File: src/rtl/cordic_scheduler_pkg.sv
// Shared CORDIC scheduler types: port id, result entry and result word width.
package cordic_scheduler_pkg;

  localparam int RESULT_WIDTH = 32;

  typedef logic port_id_t;

  typedef struct packed {
    port_id_t                id;
    logic [RESULT_WIDTH-1:0] data;
  } result_entry_t;

endpackage

File: src/rtl/cordic_scheduler_sync_fifo.sv
// Single-clock FIFO with a registered occupancy count and full/empty flags.
// A push while full is accepted only when a pop happens in the same cycle,
// because the pop frees the slot before the push lands.
module sync_fifo #(
  parameter int WIDTH = 8,
  parameter int DEPTH = 8
) (
  input  logic                       clk,
  input  logic                       rst_n,
  input  logic                       push,
  input  logic [WIDTH-1:0]           push_data,
  input  logic                       pop,
  output logic [WIDTH-1:0]           pop_data,
  output logic [$clog2(DEPTH+1)-1:0] count,
  output logic                       full,
  output logic                       empty
);

  localparam int PTR_W = $clog2(DEPTH);
  localparam int CNT_W = $clog2(DEPTH+1);

  logic [WIDTH-1:0] mem [DEPTH];
  logic [PTR_W-1:0] wr_ptr;
  logic [PTR_W-1:0] rd_ptr;
  logic             do_push;
  logic             do_pop;

  assign empty    = (count == '0);
  assign full     = (count == CNT_W'(DEPTH));
  assign do_pop   = pop && !empty;
  assign do_push  = push && (!full || do_pop);
  assign pop_data = mem[rd_ptr];

  // Storage array: data only, no reset needed.
  always_ff @(posedge clk) begin
    if (do_push) mem[wr_ptr] <= push_data;
  end

  // Pointers and occupancy count.
  always_ff @(posedge clk or negedge rst_n) begin
    if (!rst_n) begin
      wr_ptr <= '0;
      rd_ptr <= '0;
      count  <= '0;
    end else begin
      if (do_push) wr_ptr <= wr_ptr + PTR_W'(1);
      if (do_pop)  rd_ptr <= rd_ptr + PTR_W'(1);
      case ({do_push, do_pop})
        2'b10:   count <= count + CNT_W'(1);
        2'b01:   count <= count - CNT_W'(1);
        default: count <= count;
      endcase
    end
  end

endmodule

File: src/rtl/cordic_scheduler.sv
// Shares one non-stallable CORDIC pipeline between two requesters. Credits
// (in flight + buffered) never exceed DEPTH, so every result has a slot.
//
// Handshakes: a transfer happens on a cycle where valid and ready are both
// high at the rising clock edge; valid never waits for ready, and a port's
// ready never depends on that same port's valid.
module cordic_scheduler
  import cordic_scheduler_pkg::*;
#(
  parameter int DATA_WIDTH = 16,
  parameter int DEPTH      = 8,
  parameter int CNT_WIDTH  = $clog2(DEPTH+1)
) (
  input  logic                    clk,
  input  logic                    rst_n,
  input  logic [1:0]              req_valid,
  output logic [1:0]              req_ready,
  input  logic [1:0]              req_arctan_en,
  input  logic [2*DATA_WIDTH-1:0] req_x,
  input  logic [2*DATA_WIDTH-1:0] req_y,
  input  logic [2*DATA_WIDTH-1:0] req_degree,
  output logic                    core_valid_in,
  output logic                    core_arctan_en_in,
  output logic [DATA_WIDTH-1:0]   core_x_in,
  output logic [DATA_WIDTH-1:0]   core_y_in,
  output logic [DATA_WIDTH-1:0]   core_degree_in,
  input  logic                    core_valid_out,
  input  logic [RESULT_WIDTH-1:0] core_out,
  output logic                    rsp_valid,
  input  logic                    rsp_ready,
  output logic                    rsp_id,
  output logic [RESULT_WIDTH-1:0] rsp_data,
  output logic                    err_overflow,
  output logic                    err_spurious
);

  localparam int ENTRY_W = $bits(result_entry_t);

  logic [CNT_WIDTH-1:0] inflight;
  logic [CNT_WIDTH-1:0] fifo_cnt;
  logic [CNT_WIDTH:0]   credit_used;
  logic                 can_issue;
  logic                 rr_ptr;
  logic [1:0]           fire_vec;
  logic                 fire;
  port_id_t             win_id;
  logic                 id_empty;
  logic                 unused_id_full;
  port_id_t             id_head;
  logic                 ret_ok;
  logic                 ret_spurious;
  logic                 rsp_pop;
  logic                 res_full;
  logic                 res_empty;
  logic                 res_push;
  logic                 res_overflow;
  result_entry_t        res_in;
  result_entry_t        res_head;

  assign credit_used = {1'b0, inflight} + {1'b0, fifo_cnt};
  assign can_issue   = credit_used < (CNT_WIDTH+1)'(DEPTH);

  // Round-robin grant: rr_ptr owns the tie; a port also wins when the other is idle.
  always_comb begin
    req_ready = 2'b00;
    if (rst_n && can_issue) begin
      req_ready[0] = !rr_ptr || !req_valid[1];
      req_ready[1] =  rr_ptr || !req_valid[0];
    end
  end

  assign fire_vec = req_valid & req_ready;
  assign fire     = |fire_vec;
  assign win_id   = fire_vec[1];

  // Pointer moves to the losing port after every accepted request.
  always_ff @(posedge clk or negedge rst_n) begin
    if (!rst_n)    rr_ptr <= 1'b0;
    else if (fire) rr_ptr <= ~win_id;
  end

  // Issue register: operands of the winner, strobe for exactly one cycle.
  always_ff @(posedge clk or negedge rst_n) begin
    if (!rst_n) begin
      core_valid_in     <= 1'b0;
      core_arctan_en_in <= 1'b0;
      core_x_in         <= '0;
      core_y_in         <= '0;
      core_degree_in    <= '0;
    end else begin
      core_valid_in <= fire;
      if (fire) begin
        core_arctan_en_in <= req_arctan_en[win_id];
        core_x_in         <= win_id ? req_x[2*DATA_WIDTH-1:DATA_WIDTH]      : req_x[DATA_WIDTH-1:0];
        core_y_in         <= win_id ? req_y[2*DATA_WIDTH-1:DATA_WIDTH]      : req_y[DATA_WIDTH-1:0];
        core_degree_in    <= win_id ? req_degree[2*DATA_WIDTH-1:DATA_WIDTH] : req_degree[DATA_WIDTH-1:0];
      end
    end
  end

  // Id queue occupancy is by construction the in-flight count.
  assign ret_ok       = core_valid_out && !id_empty;
  assign ret_spurious = core_valid_out &&  id_empty;

  sync_fifo #(.WIDTH(1), .DEPTH(DEPTH)) u_id_queue (
    .clk       (clk),
    .rst_n     (rst_n),
    .push      (fire),
    .push_data (win_id),
    .pop       (ret_ok),
    .pop_data  (id_head),
    .count     (inflight),
    .full      (unused_id_full),
    .empty     (id_empty)
  );

  assign rsp_pop      = rsp_valid && rsp_ready;
  assign res_push     = ret_ok && (!res_full || rsp_pop);
  assign res_overflow = ret_ok && res_full && !rsp_pop;
  assign res_in.id    = id_head;
  assign res_in.data  = core_out;

  sync_fifo #(.WIDTH(ENTRY_W), .DEPTH(DEPTH)) u_result_fifo (
    .clk       (clk),
    .rst_n     (rst_n),
    .push      (res_push),
    .push_data (res_in),
    .pop       (rsp_pop),
    .pop_data  (res_head),
    .count     (fifo_cnt),
    .full      (res_full),
    .empty     (res_empty)
  );

  assign rsp_valid = !res_empty;
  assign rsp_id    = rsp_valid ? res_head.id   : 1'b0;
  assign rsp_data  = rsp_valid ? res_head.data : '0;

  // Sticky error flags, cleared only by reset.
  always_ff @(posedge clk or negedge rst_n) begin
    if (!rst_n) begin
      err_overflow <= 1'b0;
      err_spurious <= 1'b0;
    end else begin
      if (res_overflow) err_overflow <= 1'b1;
      if (ret_spurious) err_spurious <= 1'b1;
    end
  end

endmodule

File: config.mk
export PLATFORM = sky130hd
export DESIGN_NAME = cordic_scheduler
export DESIGN_NICKNAME = d
export VERILOG_FILES = /design/src/rtl/cordic_scheduler_pkg.sv /design/src/rtl/cordic_scheduler_sync_fifo.sv /design/src/rtl/cordic_scheduler.sv
export SDC_FILE = /design/constraint.sdc
export NUM_CORES = 1
export LEC_CHECK = 0
export CAP_MARGIN = 20
export CORE_MARGIN = 4
export CORE_UTILIZATION = 50
export CTS_BUF_LIST = sky130_fd_sc_hd__clkbuf_16
export DETAILED_ROUTE_END_ITERATION = 6
export HOLD_SLACK_MARGIN = 0.05
export PLACE_DENSITY_LB_ADDON = 0.12
export SYNTH_ARGS = -nofsm -noshare
export SYNTH_HDL_FRONTEND = slang
export SYNTH_SLANG_ARGS = --single-unit
File: constraint.sdc
create_clock -name clk -period 10.75 [get_ports clk]
set_clock_uncertainty 0.15 [all_clocks]
set_input_delay 2.15 -clock clk [delete_from_list [all_inputs] [get_ports clk]]
set_output_delay 2.15 -clock clk [all_outputs]
set_load 0.02 [all_outputs]
==> summary.md <==
| Metric | Value |
|---|---|
| Mapped Avg Cell Area | `17.5 um^2` |
| Final WL | `29900 um` |
| Critical path fanouts, max | `20` |
| Fmax | `0.155 GHz` |
| Full die area | `0.0308 mm^2` |
| Seq pwr share | `38.3%` |
| Post-synthesis async set-or-reset flop share | `21.2%` |
| Placer congestion estimate | `0.783` |
| Routed via count | `7681` |
| Cell Pwr Density | `284 mW/mm^2` |
| Skew-Pair Late Insertion Delay | `0.51 ns` |
| Critical-path cell list | `buf_4 -> or4b_4 -> a211oi_1 -> o21a_1 -> clkdlybuf4s50_1` |
| CP required | `8.45 ns` |
| Unrepaired setup endpoints after global routing | `false` |
| Static leakage | `6.55 nW` |
| CTS buffer count | `36` |
| CORE AREA | `0.0277 mm^2` |
| MaxCap Viol Count | `0` |
| WL met2 | `14800 um` |
| Post-CTS setup buffer count | `0` |
| All-Layer GR Usage | `19.5%` |
| Largest net degree at the start of global routing | `102` |
| Clock group share of total power | `22.8%` |
| Final ANT Viol Nets | `0` |
| Synth Instances | `800` |
| Power Internal | `3.36 mW` |
| Netlist Area Pre-Place | `0.0140 mm^2` |
| CP max stage cell | `clkdlybuf4s50_1` |
| DR vias/cell | `5.34` |
| Crit Reg-Reg Endpoint | `u_id_queue.count[3]` |
| Worst vdd ir | `145 uV` |
| Initial core utilization | `50.6%` |
| Root Buffer | `clkbuf_16` |
| FF-to-FF setup slack | `6.79 ns` |
| CP startpoint kind | `primary input` |
| DR WL/cell | `20.8 um` |
| # nets final | `1187` |
| Most used DFF post-synth | `edfxtp_1` |
| Min-Delay Path Depth | `1` |
| Worst Setup End Kind | `primary output` |
| FF-to-FF Start | `u_result_fifo.count[3]` |
| Post-synth cell types | `47` |
| Syn nets | `951` |
| Worst Setup Path Type | `primary input to primary output` |
| Placed Instances | `1375` |
| Final worst-path cycle share | `60.0%` |
| Sw Share | `33.7%` |
| WP data arrival | `4.15 ns` |
| Hold_sp | `err_spurious` |
| Number of global-route vias before repair | `8146` |
| Setup crit start | `rst_n` |
| Combinational power share | `38.9%` |
| Max-slew violation count | `0` |
| Fraction of layout cells with a size suffix above 1 | `14.5%` |
| IO buf count | `223` |
| Die span in x | `175 um` |
| CTS tree | `built` |
| Top Metal Used | `met4` |
| Worst Hold Class | `register to register` |
| Number of DRC markers in iteration 0 | `529` |
| Clock slew at reported path FFs | `0.06 ns` |
| First-pass GRT wire length | `45700 um` |
| Power Total | `5.07 mW` |
| Net load switching power | `1.71 mW` |
| Final-report setup violation count | `0` |
| # rows | `61` |
| Post-Layout Cell Count | `1439` |
| Clock Tree Buf Depth | `3` |
| EDFF count, synth | `272` |
| Status | `finished, final reports clean` |
| #FFs+latches synth | `345` |
| Hold Path End | `err_spurious` |
| Max incr delay on CP | `0.63 ns` |
| Residual DRC | `0` |
| Antenna diodes | `0` |
| Post-CTS sizing | `0` |
| Yosys warns | `0` |
| # hold bufs at CTS | `0` |
| Setup tns final | `0 ns` |
| Minimum clock period | `6.45 ns` |
| Vert. Die Dim | `175 um` |
| Top Ports | `224` |
| H-tree levels | `2` |
| Final instance area | `0.0178 mm^2` |
| Area after DPL | `0.0167 mm^2` |
| DPL Wire Length | `18700 um` |
| Initial antenna violation count | `0` |
| Routed length on met1 | `12100 um` |
| GR Overflow Total | `0` |
| Slew HR | `35.9%` |
| FF-to-FF path depth | `9` |
| P&R area growth vs syn | `27.4%` |
| Fin. Hold Viols | `0` |
| TritonRoute pass-1 iters | `5` |
| Total clock sinks | `345` |
| Worst slew pin tran | `0.962 ns` |
| Sequential-to-total area share from yosys stat | `71.3%` |
| WL met3 | `2540 um` |
[flip-flops by register name (all words and copies together), names as in the netlist, 3 cells and up]
name and flops:
core_degree_in 16, core_x_in 16, core_y_in 16, u_id_queue.count 4
u_id_queue.mem 8, u_id_queue.rd_ptr 3, u_id_queue.wr_ptr 3, u_result_fifo.count 4
u_result_fifo.mem 264, u_result_fifo.rd_ptr 3, u_result_fifo.wr_ptr 3
[metal layers]
layer,vias to the layer above,GRT usage [%]
met5,-,0
li1,3573,-
met3,31,6.07
met2,267,32.8
met4,0,4.29
met1,3810,25.3
[cells in the final DEF, fill, tap and decap left out, types with 3 or more instances in the layout]
master           count
a21oi_1              5
and3_1               4
buf_4               15
clkbuf_16           37
clkdlybuf4s50_1    222
clkinv_1             7
clkinv_2             8
dfrtp_1             70
edfxtp_1           272
ha_1                13
inv_1               22
inv_6                3
mux2_2               3
mux2i_1             84
mux4_2              68
nand2_1             62
nand2b_1             5
nor2_1              40
nor2_4               6
nor3_1               3
nor4_1               6
o21ai_0             54
or3_1                3
xnor2_1              7
xor2_1               5
[power groups by stage]
stage / clock network, mW / registers [mW] / logic (mW)
3_3_place_gp: 0 / 1.96 / 1.98
2_1_floorplan: 0 / 2.00 / 1.15
6_report: 1.15 / 1.94 / 1.97
5_1_grt: 1.25 / 1.98 / 2.13
3_5_place_dp: 0 / 1.97 / 2.00
4_1_cts: 1.19 / 1.95 / 2.01
[worst max-delay path, delay by kind of cell]
| family | cells | cell delay (ns) |
|---|---|---|
| buffers and inverters | 2 | 0.88 |
| and+or+nand+nor | 1 | 0.54 |
| AOI/OAI and AO/OA | 2 | 0.58 |
[how the worst max path moves through the flow]
stage                                         end  slack [ns]  depth (start not counted)
after floorplan           u_result_fifo.mem[1][0]        5.03                          4
after global placement               req_ready[1]        4.31                          5
after detailed placement             req_ready[1]        4.29                          5
after CTS                            req_ready[1]        4.28                          5
after global routing                 req_ready[1]        4.18                          5
final                                req_ready[1]        4.30                          5
[through the flow]
step | setup WS, ns | hold slack [ns] | util [%]
floorplan | 5.03 | 0.303 | -
global placement | 4.31 | 0.294 | 60.4
detailed placement | 4.29 | 0.295 | 60.4
CTS | 4.28 | 0.314 | 64.4
global route | 4.18 | 0.326 | 64.4
finish | 4.30 | 0.306 | 64.4
[Yosys cell counts, types with 3 or more instances]
library cell    n  area share, %
inv_1          16           0.43
and3_1          4           0.18
xnor2_1         7           0.44
mux2i_1        84            6.0
xor2_1          5           0.31
buf_1           5           0.13
clkbuf_1       28           0.75
buf_2           6           0.21
a21oi_1         5           0.18
mux4_2         68             11
dfrtp_1        73             13
or3_1           3           0.13
mux2_2          3           0.24
o21ai_0        54            1.9
nor4_1          6           0.27
nor2_1         46            1.2
nand2_1        62            1.7
edfxtp_1      272             58
nand2b_1        5           0.22
ha_1           13            1.2
nor3_1          5           0.18
[cell families (layout without fill, tap and decap cells)]
family          after synthesis  in the layout  synth area share, %
flops                       345            345                 71.3
mux                         156            156                 17.3
simple gates                141            141                 4.51
compound gates               75             75                 3.07
buf+inv                      56            317                 1.61
fa+ha+maj                    15             15                 1.45
xor+xnor                     12             12                0.750
[final cells by class]
cell class,count,area [um^2]
Clock buffer,37,926
Clock inverter,26,175
Fill cell,1987,9860
Inverter,16,60.1
Multi-Input combinational cell,399,3870
Sequential cell,345,10000
Tap cell,378,473
Timing Repair Buffer,238,2350
Note: power is estimated with default switching activity, not from simulation.
